`config.mk`:
```
export PLATFORM = sky130hd
export DESIGN_NAME = fpna_cfg_loader_flat
export DESIGN_NICKNAME = d
export VERILOG_FILES = /design/src/rtl/fpna_cfg_pkg.sv /design/src/rtl/fpna_cfg_loader_if.sv /design/src/rtl/fpna_cfg_piso.sv /design/src/rtl/fpna_cfg_loader.sv /design/src/flat_wrapper.sv
export SDC_FILE = /design/constraint.sdc
export NUM_CORES = 1
export LEC_CHECK = 0
export CORE_MARGIN = 2
export CORE_UTILIZATION = 51
export DETAILED_ROUTE_END_ITERATION = 8
export GPL_TIMING_DRIVEN = 0
export PLACE_DENSITY = 0.82
export REMOVE_ABC_BUFFERS = 1
export SLEW_MARGIN = 20
export SYNTH_ARGS = -nofsm -noshare
export SYNTH_HDL_FRONTEND = slang
export SYNTH_SLANG_ARGS = --single-unit
export TNS_END_PERCENT = 50
```
`constraint.sdc`:
```
create_clock -name clk -period 1.9 [get_ports clk]
set_clock_uncertainty 0.05 [all_clocks]
set_input_delay 0.285 -clock clk [delete_from_list [all_inputs] [get_ports clk]]
set_output_delay 0.285 -clock clk [all_outputs]
set_load 0.01 [all_outputs]
```
`src/rtl/fpna_cfg_pkg.sv`:
```
// Shared types and default sizes for the FPNA configuration loader.
// Optional feature macro: CFG_READBACK_EN (readback verify pass).
package fpna_cfg_pkg;

  localparam int unsigned DEF_CHAIN_LEN = 10;
  localparam int unsigned DEF_WORD_W    = 8;

  typedef enum logic [2:0] {
    IDLE,
    FETCH,
    SHIFT,
    VERIFY,
    DONE
  } state_t;

endpackage

```
`src/rtl/fpna_cfg_loader_if.sv`:
```
// Host word stream into the loader: valid/ready handshake plus data.
// Optional feature macro: CFG_READBACK_EN (does not change this interface).
interface fpna_cfg_loader_if
  import fpna_cfg_pkg::*;
#(
  parameter int unsigned WORD_W = DEF_WORD_W
);

  logic [WORD_W-1:0] in_data;
  logic              in_valid;
  logic              in_ready;

  modport master (output in_data, output in_valid, input in_ready);
  modport slave  (input in_data, input in_valid, output in_ready);

endinterface

```
`src/rtl/fpna_cfg_piso.sv`:
```
// Parallel-in serial-out word register with a count of bits left in the word.
// Optional feature macro: CFG_READBACK_EN (does not change this block).
module fpna_cfg_piso #(
  parameter  int unsigned WORD_W = 8,
  localparam int unsigned CNT_W  = $clog2(WORD_W + 1)
) (
  input  logic              clk,
  input  logic              rst_n,
  input  logic              load,
  input  logic              shift,
  input  logic [WORD_W-1:0] load_word,
  input  logic [CNT_W-1:0]  load_cnt,
  output logic              next_bit_c,
  output logic              last_c
);

  logic [WORD_W-1:0] word_q;
  logic [CNT_W-1:0]  cnt_q;

  // Bit that reaches the MSB after one more shift.
  if (WORD_W > 1) begin : g_wide
    assign next_bit_c = word_q[WORD_W-2];
  end else begin : g_narrow
    assign next_bit_c = 1'b0;
  end

  assign last_c = (cnt_q == CNT_W'(1));

  // Load a host word or shift it out MSB first, counting down bits left.
  always_ff @(posedge clk or negedge rst_n) begin
    if (!rst_n) begin
      word_q <= '0;
      cnt_q  <= '0;
    end else if (load) begin
      word_q <= load_word;
      cnt_q  <= load_cnt;
    end else if (shift) begin
      word_q <= word_q << 1;
      cnt_q  <= cnt_q - CNT_W'(1);
    end
  end

endmodule

```
`src/rtl/fpna_cfg_loader.sv`:
```
// Streams host config words into a serial configuration chain, MSB first.
// Optional feature macro: CFG_READBACK_EN -- after shifting, re-sends the
// frame from a history register and flags any bs_out mismatch on err.
module fpna_cfg_loader
  import fpna_cfg_pkg::*;
#(
  parameter int unsigned CHAIN_LEN = DEF_CHAIN_LEN,
  parameter int unsigned WORD_W    = DEF_WORD_W
) (
  input  logic             clk,
  input  logic             rst_n,
  input  logic             start,
  fpna_cfg_loader_if.slave host,
  output logic             cfg_en,
  output logic             cfg_bs,
  input  logic             cfg_ret,
  output logic             busy,
  output logic             done,
  output logic             err
);

  localparam int unsigned FRAME_W = $clog2(CHAIN_LEN + 1);
  localparam int unsigned CNT_W   = $clog2(WORD_W + 1);

  state_t             state_q, state_d;
  logic [FRAME_W-1:0] frame_q, frame_d;
  logic               load, shift, next_bit, word_last;
  logic [CNT_W-1:0]   load_cnt;
  logic               cfg_bs_d;
`ifdef CFG_READBACK_EN
  logic [CHAIN_LEN-1:0] hist_q, hist_d;
  logic                 err_q, err_d;
`endif

  fpna_cfg_piso #(.WORD_W(WORD_W)) u_piso (
    .clk        (clk),
    .rst_n      (rst_n),
    .load       (load),
    .shift      (shift),
    .load_word  (host.in_data),
    .load_cnt   (load_cnt),
    .next_bit_c (next_bit),
    .last_c     (word_last)
  );

  // Next state, counters and the next serial bit.
  always_comb begin
    state_d  = state_q;
    frame_d  = frame_q;
    load     = 1'b0;
    shift    = 1'b0;
    load_cnt = '0;
    cfg_bs_d = 1'b0;
`ifdef CFG_READBACK_EN
    hist_d   = hist_q;
    err_d    = err_q;
`endif
    case (state_q)
      IDLE: begin
        if (start) begin
          state_d = FETCH;
          frame_d = FRAME_W'(CHAIN_LEN);
`ifdef CFG_READBACK_EN
          err_d   = 1'b0;
`endif
        end
      end
      FETCH: begin
        if (host.in_valid && host.in_ready) begin
          load     = 1'b1;
          // The final word may carry more bits than the frame still needs.
          load_cnt = (32'(frame_q) >= WORD_W) ? CNT_W'(WORD_W) : CNT_W'(frame_q);
          cfg_bs_d = host.in_data[WORD_W-1];
          state_d  = SHIFT;
        end
      end
      SHIFT: begin
        shift   = 1'b1;
        frame_d = frame_q - FRAME_W'(1);
`ifdef CFG_READBACK_EN
        hist_d  = {hist_q[CHAIN_LEN-2:0], cfg_bs};
`endif
        if (!word_last) begin
          cfg_bs_d = next_bit;
        end else if (frame_q != FRAME_W'(1)) begin
          state_d = FETCH;
        end else begin
`ifdef CFG_READBACK_EN
          state_d  = VERIFY;
          frame_d  = FRAME_W'(CHAIN_LEN);
          cfg_bs_d = hist_d[CHAIN_LEN-1];
`else
          state_d  = DONE;
`endif
        end
      end
`ifdef CFG_READBACK_EN
      VERIFY: begin
        // Rotating the history re-sends the frame, leaving the chain intact.
        frame_d = frame_q - FRAME_W'(1);
        hist_d  = {hist_q[CHAIN_LEN-2:0], hist_q[CHAIN_LEN-1]};
        if (cfg_ret != cfg_bs) begin
          err_d = 1'b1;
        end
        if (frame_q == FRAME_W'(1)) begin
          state_d = DONE;
        end else begin
          cfg_bs_d = hist_d[CHAIN_LEN-1];
        end
      end
`endif
      DONE:    state_d = IDLE;
      default: state_d = IDLE;
    endcase
  end

  // State, frame counter and registered outputs.
  always_ff @(posedge clk or negedge rst_n) begin
    if (!rst_n) begin
      state_q       <= IDLE;
      frame_q       <= '0;
      host.in_ready <= 1'b0;
      cfg_en        <= 1'b0;
      cfg_bs        <= 1'b0;
      busy          <= 1'b0;
      done          <= 1'b0;
    end else begin
      state_q       <= state_d;
      frame_q       <= frame_d;
      host.in_ready <= (state_d == FETCH);
      cfg_en        <= (state_d == SHIFT) || (state_d == VERIFY);
      cfg_bs        <= cfg_bs_d;
      busy          <= (state_d == FETCH) || (state_d == SHIFT) || (state_d == VERIFY);
      done          <= (state_d == DONE);
    end
  end

`ifdef CFG_READBACK_EN
  // History of sent bits and sticky readback error.
  always_ff @(posedge clk or negedge rst_n) begin
    if (!rst_n) begin
      hist_q <= '0;
      err_q  <= 1'b0;
    end else begin
      hist_q <= hist_d;
      err_q  <= err_d;
    end
  end

  assign err = err_q;
`else
  logic unused_ret;
  assign unused_ret = cfg_ret;
  assign err        = 1'b0;
`endif

endmodule

```
`src/flat_wrapper.sv`:
```
// flat-port wrapper written by rule: the top's interface ports become plain ports
module fpna_cfg_loader_flat import fpna_cfg_pkg::*;
#(
  parameter int unsigned CHAIN_LEN = DEF_CHAIN_LEN,
  parameter int unsigned WORD_W    = DEF_WORD_W
)
  (clk, rst_n, start, cfg_en, cfg_bs, cfg_ret, busy, done, err, host_in_data, host_in_valid, host_in_ready);
  fpna_cfg_loader_if #(.WORD_W(WORD_W)) host_i ();
  input  logic clk;
  input  logic rst_n;
  input  logic start;
  output logic cfg_en;
  output logic cfg_bs;
  input  logic cfg_ret;
  output logic busy;
  output logic done;
  output logic err;
  input wire logic [$bits(host_i.in_data)-1:0] host_in_data;
  input wire logic [$bits(host_i.in_valid)-1:0] host_in_valid;
  output wire logic [$bits(host_i.in_ready)-1:0] host_in_ready;
  assign host_i.in_data = host_in_data;
  assign host_i.in_valid = host_in_valid;
  assign host_in_ready = host_i.in_ready;
  fpna_cfg_loader #(.CHAIN_LEN(CHAIN_LEN), .WORD_W(WORD_W)) u_core (.clk(clk), .rst_n(rst_n), .start(start), .host(host_i), .cfg_en(cfg_en), .cfg_bs(cfg_bs), .cfg_ret(cfg_ret), .busy(busy), .done(done), .err(err));
endmodule
```
==> run summary <==
#FFs+latches synth: 23
Port Buffers: 16
Share of the synthesized area in the top cell type: 0.493
Final Hold Viols: 0
Clock Sinks: 23
CTS Root Cell: clkbuf_4
Synth warnings: 0
Gpl congestion: 0.735
Static leakage: 0.000632 uW
Die ar.: 2690 um^2
Synth Flop Type: dfrtp_1
Routed via count: 868
Vias in the first global route: 843
Worst setup EP type: flip-flop
First-pass GRT wire length: 3500 um
Tightest Pin Transition: 0.572 ns
Final period util: 0.903
Post-route cell area: 1380 um^2
Aggregate global-route resource usage: 0.180
Slew Viols, Final: 0
Ratio of cells with drive above 1 in the final layout: 0.195
Final min period: 1.71 ns
DR pass1 iterations: 4
Worst Path Class, Setup: reg -> reg
CTS tree: done
Wire per inst: 12.9 um
Worst-path clk slew: 0.12 ns
Setup Viol. Count Final: 0
Setup_tns: 0 ns
Synth Cell Area: 1170 um^2
Setup crit start kind: flip-flop
Post-synth ARST share: 1.00
Number of enable flip-flop cells after synthesis: 0
Cells after Synth: 111
DPL Wire Length: 1460 um
Floorplan core area: 2190 um^2
Most numerous cell in the Yosys netlist: dfrtp_1
Largest net degree at the start of global routing: 24
Max IR drop VDD: 0.000621 V
Worst Slack Setup Final: 0.185 ns
Synthesized area per cell: 10.5 um^2
Final core occ: 0.630
Slew margin rel.: 0.618
H-tree depth: 1
RSZ-0062 raised after global routing: false
CTS max path bufs: 2
Fillers: 164
Slowest stage cell, crit path: nor3b_1
P&R area growth vs syn: 18.3%
Crit path max fanout: 5
Pre-CTS WS: 0.0295 ns
Area contributors post-synth: dfrtp_1, a22oi_2, nand2_1
Worst Hold Class: in -> async
Antenna viol nets, final: 0
Clk_lat worst skew: 0.31 ns
Post-synth top area cell: dfrtp_1
Post-layout nets: 151
Max Cap Violations: 0
Ant. Diodes: 0
Num CTS Buffers: 3
Synth cell types: 33
Top cells by count, synth: dfrtp_1, nand2_1, a22oi_2, inv_1, o21ai_0
DRC violations left: 0
Max Fclk: 583 MHz
Critical-path cell list: inv_1 > ha_1 > nor3b_1 > nor2_1 > or2_2
Die Y: 51.8 um
Die width: 51.8 um
Power per cell area: 1320 nW/um^2
Initial antenna violation count: 0
DP Area: 1310 um^2
DRT iter0 DRCs: 10
I/O pin count: 19
Crit path required time: 2.06 ns
Gr ovfl total: 0
Initial Utilization: 0.533
Crit path largest cell delay: 0.46 ns
Status: finished, final reports clean
FP Rows: 17
Drt via density: 5.39
Post-Route WL: 2080 um
CP arrival: 1.88 ns
Sequential share of the synthesized area: 0.493
[placed cells by master, fill, tap and decap left out, types with 2 or more instances in the layout]
| cell type | netlist | layout |
|---|---|---|
| a21oi_1 | 4 | 4 |
| o22ai_1 | 2 | 2 |
| clkbuf_4 | 0 | 3 |
| nor3b_1 | 2 | 2 |
| buf_4 | 1 | 5 |
| inv_1 | 7 | 7 |
| and3_1 | 3 | 3 |
| or2_2 | 2 | 2 |
| o21ai_0 | 7 | 7 |
| ha_1 | 4 | 4 |
| a22oi_2 | 7 | 7 |
| o21a_1 | 2 | 2 |
| nor2_1 | 6 | 6 |
| dfrtp_1 | 23 | 23 |
| clkdlybuf4s50_1 | 0 | 15 |
| nand2_1 | 21 | 21 |
[routing by layer]
layer	share of wire	global-route usage	wire length (um)	vias up
met1	0.44	0.200	917	419
met3	0.032	0.0345	67	5
met5	0	0	0	-
met4	0.025	0.105	52	0
li1	-	-	-	427
met2	0.50	0.316	1040	17
[path summary, 6_finish.rpt]
check                                         from                 endpoint  slack (ns)  depth (start not counted)
max                         u_core.u_piso.cnt_q[1]        u_core.state_q[1]        0.19                          5
min                                          rst_n        u_core.state_q[0]        0.40                          2
max reg2reg                 u_core.u_piso.cnt_q[1]        u_core.state_q[1]        0.19                          5
min reg2reg                u_core.u_piso.word_q[2]  u_core.u_piso.word_q[3]        0.46                          2
max in group asynchronous                    rst_n  u_core.u_piso.word_q[3]        1.06                          2
min in group clk           u_core.u_piso.word_q[2]  u_core.u_piso.word_q[3]        0.46                          2
[worst max-delay path: cells and delay by family (launching register included)]
family,cells,cell delay (ns)
buffers and inverters,1,0.09
adder cells (fa/ha/maj),1,0.14
AND/OR/NAND/NOR,3,0.90
flip-flops,1,0.44
[state kept, by name, summed over array words and instances (netlist names)]
| register | cells |
|---|---|
| u_core.u_piso.word_q | 7 |
| u_core.frame_q | 4 |
| u_core.u_piso.cnt_q | 4 |
| u_core.state_q | 3 |
| u_core.busy | 1 |
| u_core.cfg_bs | 1 |
| u_core.cfg_en | 1 |
| u_core.done | 1 |
| u_core.host.in_ready | 1 |
[kinds of logic after synthesis]
family                     share of synthesized area
adders and majority gates                     0.0429
other                                        0.00321
and+or+nand+nor                                0.194
AOI/OAI and AO/OA                              0.201
DFF                                            0.493
buffers and inverters                         0.0654
[area by class of cell]
| cell class | instances | area [um^2] | area share |
|---|---|---|---|
| well taps | 28 | 35.0 | 0.0254 |
| flip-flops and latches | 23 | 576 | 0.417 |
| repair buffers | 22 | 203 | 0.147 |
| clock buffers | 4 | 26.3 | 0.0190 |
| inverters | 7 | 26.3 | 0.0190 |
| multi-input cells | 77 | 515 | 0.373 |
[what timing repair did]
action,4_1_cts,5_1_grt
hold buffers,0,1
endpoints found under the setup margin,1,0
resized for setup,0,0
buffers inserted,5,0
hold endpoints to repair,0,23
[per-stage QoR]
stage          std cells  power (uW)  hold WS, ns
3_3_place_gp         151        1530        0.422
2_1_floorplan        107        1340      -0.0606
5_1_grt              161        1970        0.437
3_5_place_dp         151        1570        0.435
4_1_cts              160        1830        0.464
6_report             161        1820        0.399
[power breakdown]
group          switching, uW  internal (uW)
sequential               171            678
combinational            377            369
clock                    144           82.1
No activity file was read; power rests on OpenSTA's default activity.
